<file path="src/rtl/dmem_bus_demux2.sv">
// dmem_bus_demux2: routes data-memory requests from the core's load/store path to
// one of two targets by address decode and returns the selected target's response.
// Only one request is outstanding at a time. The flow is IDLE -> ISSUE -> WAIT -> RESP.
//
// Optional feature macro: DMEM_TIMEOUT_EN. When it is defined, WAIT gives up after
// TIMEOUT_CYCLES cycles and returns resp_err=1. When it is undefined, WAIT holds
// until a response arrives and resp_err is tied to 0.
//
// Ports:
//   clk, reset                    clock and synchronous active-high reset
//   req_*                         core request (valid/ready, we, addr, wdata, wstrb)
//   resp_valid/rdata/err          one-cycle response pulse to the core
//   s0_* / s1_*                   registered request copy to the RAM (s0) and MMIO (s1)
//   sN_ready, sN_resp_*           target handshake and response inputs
module dmem_bus_demux2 #(
   parameter int unsigned          DATA_W         = 32,
   parameter int unsigned          ADDR_W         = 32,
   parameter logic [ADDR_W-1:0]    S1_BASE        = 32'h1000_0000,
   parameter logic [ADDR_W-1:0]    S1_MASK        = 32'hF000_0000,
   parameter int unsigned          TIMEOUT_CYCLES = 255
) (
   input  logic              clk,
   input  logic              reset,
   input  logic              req_valid,
   output logic              req_ready,
   input  logic              req_we,
   input  logic [ADDR_W-1:0] req_addr,
   input  logic [DATA_W-1:0] req_wdata,
   input  logic [3:0]        req_wstrb,
   output logic              resp_valid,
   output logic [DATA_W-1:0] resp_rdata,
   output logic              resp_err,
   output logic              s0_valid,
   input  logic              s0_ready,
   output logic              s0_we,
   output logic [ADDR_W-1:0] s0_addr,
   output logic [DATA_W-1:0] s0_wdata,
   output logic [3:0]        s0_wstrb,
   input  logic              s0_resp_valid,
   input  logic [DATA_W-1:0] s0_resp_rdata,
   output logic              s1_valid,
   input  logic              s1_ready,
   output logic              s1_we,
   output logic [ADDR_W-1:0] s1_addr,
   output logic [DATA_W-1:0] s1_wdata,
   output logic [3:0]        s1_wstrb,
   input  logic              s1_resp_valid,
   input  logic [DATA_W-1:0] s1_resp_rdata
);

   typedef enum logic [1:0] {StIdle, StIssue, StWait, StResp} state_e;

   state_e            state_q, state_d;
   logic              req_ready_q, req_ready_d;
   logic              s0_valid_q, s0_valid_d;
   logic              s1_valid_q, s1_valid_d;
   logic              we_q, we_d;
   logic [ADDR_W-1:0] addr_q, addr_d;
   logic [DATA_W-1:0] wdata_q, wdata_d;
   logic [3:0]        wstrb_q, wstrb_d;
   logic              sel_q, sel_d;
   logic              resp_valid_q, resp_valid_d;
   logic [DATA_W-1:0] resp_rdata_q, resp_rdata_d;
   logic              resp_err_q, resp_err_d;

`ifdef DMEM_TIMEOUT_EN
   localparam int unsigned CntW = (TIMEOUT_CYCLES < 2) ? 1 : $clog2(TIMEOUT_CYCLES);
   logic [CntW-1:0] cnt_q, cnt_d;
`else
   logic unused_timeout_cfg;
   assign unused_timeout_cfg = ^TIMEOUT_CYCLES;
`endif

   // Only the selected target is ever looked at; the other one's handshakes are ignored.
   logic              tgt_ready, tgt_resp_valid;
   logic [DATA_W-1:0] tgt_rdata;
   assign tgt_ready      = sel_q ? s1_ready      : s0_ready;
   assign tgt_resp_valid = sel_q ? s1_resp_valid : s0_resp_valid;
   // Stores always return zero data.
   assign tgt_rdata      = we_q ? '0 : (sel_q ? s1_resp_rdata : s0_resp_rdata);

   always_comb begin
      state_d      = state_q;
      req_ready_d  = 1'b0;
      s0_valid_d   = s0_valid_q;
      s1_valid_d   = s1_valid_q;
      we_d         = we_q;
      addr_d       = addr_q;
      wdata_d      = wdata_q;
      wstrb_d      = wstrb_q;
      sel_d        = sel_q;
      resp_valid_d = 1'b0;
      resp_rdata_d = '0;
      resp_err_d   = 1'b0;
`ifdef DMEM_TIMEOUT_EN
      cnt_d        = cnt_q;
`endif
      unique case (state_q)
         StIdle: begin
            req_ready_d = 1'b1;
            if (req_valid) begin
               we_d        = req_we;
               addr_d      = req_addr;
               wdata_d     = req_wdata;
               wstrb_d     = req_wstrb;
               sel_d       = ((req_addr & S1_MASK) == S1_BASE);
               s0_valid_d  = ~sel_d;
               s1_valid_d  = sel_d;
               req_ready_d = 1'b0;
               state_d     = StIssue;
            end
         end
         StIssue: begin
            if (tgt_ready) begin
               s0_valid_d = 1'b0;
               s1_valid_d = 1'b0;
               if (tgt_resp_valid) begin
                  resp_valid_d = 1'b1;
                  resp_rdata_d = tgt_rdata;
                  state_d      = StResp;
               end else begin
                  state_d = StWait;
`ifdef DMEM_TIMEOUT_EN
                  cnt_d   = '0;
`endif
               end
            end
         end
         StWait: begin
            if (tgt_resp_valid) begin
               resp_valid_d = 1'b1;
               resp_rdata_d = tgt_rdata;
               state_d      = StResp;
            end
`ifdef DMEM_TIMEOUT_EN
            else if (cnt_q == CntW'(TIMEOUT_CYCLES - 1)) begin
               resp_valid_d = 1'b1;
               resp_err_d   = 1'b1;
               state_d      = StResp;
            end else begin
               cnt_d = cnt_q + 1'b1;
            end
`endif
         end
         StResp: begin
            req_ready_d = 1'b1;
            state_d     = StIdle;
         end
         default: state_d = StIdle;
      endcase
   end

   always_ff @(posedge clk) begin
      if (reset) begin
         state_q      <= StIdle;
         req_ready_q  <= 1'b1;
         s0_valid_q   <= 1'b0;
         s1_valid_q   <= 1'b0;
         we_q         <= 1'b0;
         addr_q       <= '0;
         wdata_q      <= '0;
         wstrb_q      <= '0;
         sel_q        <= 1'b0;
         resp_valid_q <= 1'b0;
         resp_rdata_q <= '0;
         resp_err_q   <= 1'b0;
`ifdef DMEM_TIMEOUT_EN
         cnt_q        <= '0;
`endif
      end else begin
         state_q      <= state_d;
         req_ready_q  <= req_ready_d;
         s0_valid_q   <= s0_valid_d;
         s1_valid_q   <= s1_valid_d;
         we_q         <= we_d;
         addr_q       <= addr_d;
         wdata_q      <= wdata_d;
         wstrb_q      <= wstrb_d;
         sel_q        <= sel_d;
         resp_valid_q <= resp_valid_d;
         resp_rdata_q <= resp_rdata_d;
         resp_err_q   <= resp_err_d;
`ifdef DMEM_TIMEOUT_EN
         cnt_q        <= cnt_d;
`endif
      end
   end

   assign req_ready  = req_ready_q;
   assign resp_valid = resp_valid_q;
   assign resp_rdata = resp_rdata_q;
`ifdef DMEM_TIMEOUT_EN
   assign resp_err   = resp_err_q;
`else
   assign resp_err   = 1'b0;
`endif

   // Both targets see the same request copy; only valid is per-target.
   assign s0_valid = s0_valid_q;
   assign s1_valid = s1_valid_q;
   assign s0_we    = we_q;
   assign s1_we    = we_q;
   assign s0_addr  = addr_q;
   assign s1_addr  = addr_q;
   assign s0_wdata = wdata_q;
   assign s1_wdata = wdata_q;
   assign s0_wstrb = wstrb_q;
   assign s1_wstrb = wstrb_q;

`ifndef DMEM_TIMEOUT_EN
   logic unused_err;
   assign unused_err = resp_err_q;
`endif

endmodule
</file>
<file path="config.mk">
export PLATFORM = sky130hd
export DESIGN_NAME = dmem_bus_demux2
export DESIGN_NICKNAME = d
export VERILOG_FILES = /design/src/rtl/dmem_bus_demux2.sv
export SDC_FILE = /design/constraint.sdc
export NUM_CORES = 1
export LEC_CHECK = 0
export CORE_MARGIN = 10
export CORE_UTILIZATION = 35
export DETAILED_ROUTE_END_ITERATION = 10
export HOLD_SLACK_MARGIN = 0.06
export PLACE_DENSITY = 0.81
export SETUP_SLACK_MARGIN = 0.1
export SLEW_MARGIN = 10
export SYNTH_ARGS = -nofsm -noshare
export SYNTH_HDL_FRONTEND = slang
export SYNTH_SLANG_ARGS = --single-unit
</file>
<file path="constraint.sdc">
create_clock -name clk -period 2.85 [get_ports clk]
set_clock_uncertainty 0.2 [all_clocks]
set_input_delay 0.57 -clock clk [delete_from_list [all_inputs] [get_ports clk]]
set_output_delay 0.57 -clock clk [all_outputs]
set_load 0.02 [all_outputs]
</file>
# After elaboration in Yosys (flattened, before gate mapping)
# Index checks and enable logic that the tools add are counted.
# op_classes
bitwise_logic,1
n_reduce_logical,5
muxes,22
eq_ne,7
# ops
operator,count
2-to-1 mux 32 bit,4
case mux 32 bit (2 select lines),1
2-to-1 mux 1 bit,9
case mux 1 bit (2 select lines),4
case mux 2 bit (4 select lines),1
2-to-1 mux 2 bit,3
"!= test 2 bit, second input constant",3
AND reduction 3 bit,2
"== test 2 bit, second input constant",2
"== test 4 x 1 -> 1 bit, second input constant",1
"== test 2 x 1 -> 1 bit, second input constant",1
logical NOT 2 bit,1
AND reduction 2 bit,1
nonzero test 2 bit,1
NOT 1 bit,1
# word_totals
word_cells,46
out_inout_bits,175
regBits,108

# Depth between registers and ports, before layout
# depth
ltp_word,5
depth_mapped,8

# Worst setup path before layout
# OpenSTA, ideal clock, no wires.
# synth_timing
path_type,reg-to-reg
startpoint,reg state_q[1]
endpoint,"reg resp_rdata_q[10], in the netlist resp_rdata[10]"
setup_slack_ps,854
arrival_ps,1732
period_less_slack_ps,1996
path_buffers,2
required_ps,2586
path_stages_with_launch,9
setup_ps,64
path_cell_list,dfxtp_1 > inv_1 > ha_1 > inv_1 > o21ba_1 > or4_1 > buf_2 > buf_6 > nor2_2
# synth_via
elab_chain_cells,2
elab_cells_between_ends,3
cone_classes,eq/ne: 2; mux: 1
# synth_rtl
element,line_no,text
from (decl),53,"state_e state_q, state_d;"
from (signal assigned),155,state_q <= StIdle;
from (signal assigned),171,state_q <= state_d;
== test 2 bit or == test 2 x 1 -> 1 bit (tied branches),98,unique case (state_q)
case mux 32 bit (2 select lines) *,98,
to (signal assigned),181,resp_rdata_q <= resp_rdata_d;
to (decl),63,"logic [DATA_W-1:0] resp_rdata_q, resp_rdata_d;"
# Every way passes the cells marked *; elsewhere a longest branch is shown, timed or not.
# A chain may end at the register's enable or synchronous reset.

# Worst setup path in the final report
# layout_timing
startpoint,in s1_ready
endpoint,"reg resp_rdata_q[23], in the netlist resp_rdata[23]"
# layout_via
elab_chain_cells,3
# layout_rtl
element,line_no,text
from (decl),42,"input logic s1_ready,"
2-to-1 mux 1 bit,77,assign tgt_ready = sel_q ? s1_ready : s0_ready;
2-to-1 mux 32 bit,114,if (tgt_ready) begin
case mux 32 bit (2 select lines),98,
# No other way between the ends.

==> metrics.md <==
| Metric | Value |
|---|---|
| Layout cells sized above 1 | `0.0530` |
| Vias per inst | `4.54` |
| Tightest Pin Transition | `540 ps` |
| First-pass detailed-route iteration total | `4` |
| Non-filler instance count after layout | `927` |
| Die Footprint | `0.0176 mm^2` |
| Routing usage on met1 | `0.178` |
| Final HPWL DP | `13400 um` |
| Post-DRT Antenna Nets | `0` |
| Fmax | `454 MHz` |
| Initial Util | `0.354` |
| Leakage power | `2.70 nW` |
| Vias | `4208` |
| Post-synthesis average cell area | `8.56 um^2` |
| Critical Setup Path Class | `in2reg` |
| Port bufs | `313` |
| CTS Sinks | `108` |
| Warnings, synthesis | `0` |
| Final setup fails | `0` |
| I/O Pins | `315` |
| Final wirelength | `16400 um` |
| Row count | `41` |
| Clock Latency Late Sink | `330 ps` |
| Hold Vio Cnt, Final | `0` |
| R2r endpoint | `resp_rdata[23]` |
| Worst r2r path cells | `7` |
| Hold depth | `1` |
| TNS Setup | `0 ps` |
| Commonest cells in the netlist | `nand2_1 (139), dfxtp_1 (108), a21oi_1 (71), buf_4 (71), mux2i_1 (35)` |
| Worst-path clk slew | `70 ps` |
| Hold endpoint | `s1_valid` |
| Outcome | `finished clean` |
| Most used DFF post-synth | `dfxtp_1` |
| Inst Count DP | `911` |
| Critical path peak fanout | `32` |
| Root Buffer | `clkbuf_16` |
| Total grt overflow | `0` |
| Gr usage total | `0.176` |
| Post-CTS Resized | `0` |
| Worst VDD drop | `354 uV` |
| Post-Synthesis Net Count | `662` |
| CTS H-tree depth | `3` |
| First-pass GRT wire length | `24800 um` |
| Mapped cell area | `0.00443 mm^2` |
| RSZ-0062 raised after global routing | `no` |
| Tot Pwr | `0.00547 W` |
| Deepest clock path buffer count | `2` |
| Seq/Total Area, Yosys | `0.488` |
| Hold WC Path Type | `reg2reg` |
| Period utilization | `0.773` |
| Vias in the first global route | `4453` |
| Mapped Cells | `518` |
| Core area | `0.0125 mm^2` |
| Hold Path Origin | `s1_valid` |
| R2r setup slk | `680 ps` |
| Pwr/cell area | `729 mW/mm^2` |
| Number of flops mapped to enable cells by yosys | `0` |
| Post-synth top area share | `0.488` |
| N_diodes | `0` |
| Max Cap Viol | `0` |
| CP arrival | `2270 ps` |
| DR iter-0 viols | `234` |
| CTS hold repair buffers | `0` |
| Post-synthesis sequential element count | `108` |
| Largest net degree at the start of global routing | `46` |
| Synth area leader | `dfxtp_1` |
| Die Y | `133 um` |
| Count of cell types in the netlist | `29` |
| Nets | `894` |
| Crit path required time | `2920 ps` |
| Period minus WS final | `2200 ps` |
| CP Capture Type | `flip-flop` |
| Initial antenna violation count | `0` |
| GRT busiest layer | `met2` |
| Gpl congestion | `0.773` |
| Largest cells by area after synthesis | `dfxtp_1 (49%), buf_4 (12%), nand2_1 (12%)` |
| Max-slew violation count | `0` |
| CTS Buf Count | `9` |
| DRC Markers | `0` |
| Met3 Use GR | `0.0685` |
| Post-CTS Setup Inserts | `0` |
| Die X | `133 um` |
| Worst setup SP type | `input pin` |
| Most common cell in the netlist | `nand2_1` |
| WL per Instance | `17.7 um` |
| Area delta synth->final | `69.3%` |
| CTS tree | `yes` |
| FFs w/ async S/R, synth | `0` |
| FF-to-FF Start | `state_q[1]` |
| Worst rel slew slack | `0.640` |
| Met2 usage | `0.322` |
[cells by family after synthesis]
kind of cell / synth area share
buf+inv: 0.154
compound gates: 0.0979
mux: 0.0790
other cells: 0.000846
fa+ha+maj: 0.0113
simple gates: 0.170
flops: 0.488
[through the flow]
stage	utilization	setup WS [ps]	hold slack, ps	cell area (um^2)
2_1_floorplan	-	854	333	4430
3_3_place_gp	0.574	341	238	7180
3_5_place_dp	0.574	271	258	7180
4_1_cts	0.600	624	274	7510
5_1_grt	0.600	525	286	7510
6_report	0.600	646	275	7510
[state kept, by name, summed over array words and instances (netlist names)]
signal and count:
req_ready 1, resp_rdata 32, resp_valid 1, s0_addr 32, s0_valid 1, s0_wdata 32, s0_we 1, s0_wstrb 4
s1_valid 1, sel_q 1, state_q 2
[power by group]
part	internal, W	total [W]	switching [W]
sequential	0.00174	0.00193	0.000187
clock	0.000798	0.00133	0.000536
combinational	0.00104	0.00221	0.00117
total	0.00358	0.00547	0.00189
[cell usage in the layout (no fill, tap or decap), drive strengths merged]
cell type,instances
clkdlybuf4s50,312
nand2,139
dfxtp,108
a21oi,71
nor2,37
mux2i,35
clkbuf,11
buf,10
ha,4
inv,4
nand2b,2
or4,2
nor3,2
a21o,2
bufinv,2
clkinvlp,2
o21ba,2
and2,1
nor2b,1
o21bai,1
or4b,1
a22o,1
nor4,1
a221oi,1
o32a,1
o221ai,1
conb,1
[layout make-up]
cell class | count | area [um^2]
multi-input cells | 306 | 1590
flip-flops and latches | 108 | 2160
clock inverters | 5 | 83.8
fillers | 1083 | 5010
well taps | 172 | 215
inverters | 3 | 11.3
repair buffers | 322 | 3200
clock buffers | 11 | 243
[critical path, stage by stage]
cell and delay, ps:
clkdlybuf4s50_1 470, mux2i_1 120, o21ba_1 200, or4_1 500, buf_4 270, nor2_1 150
[worst max path at each step]
stage / startpoint / cells after the start / to
after floorplan: state_q[1] / 8 / resp_rdata[10]
after global placement: s1_ready / 6 / resp_rdata[27]
after detailed placement: s1_ready / 6 / resp_rdata[23]
after CTS: s1_ready / 6 / resp_rdata[23]
after global routing: state_q[1] / 7 / resp_rdata[26]
final: s1_ready / 6 / resp_rdata[23]
[routing by layer]
| layer | part of all wire | wire length (um) |
|---|---|---|
| met1 | 0.37 | 6050 |
| met2 | 0.52 | 8590 |
| met3 | 0.087 | 1420 |
| met4 | 0.019 | 310 |
| met5 | 0 | 0 |
Note: power is estimated with default switching activity, not from simulation.
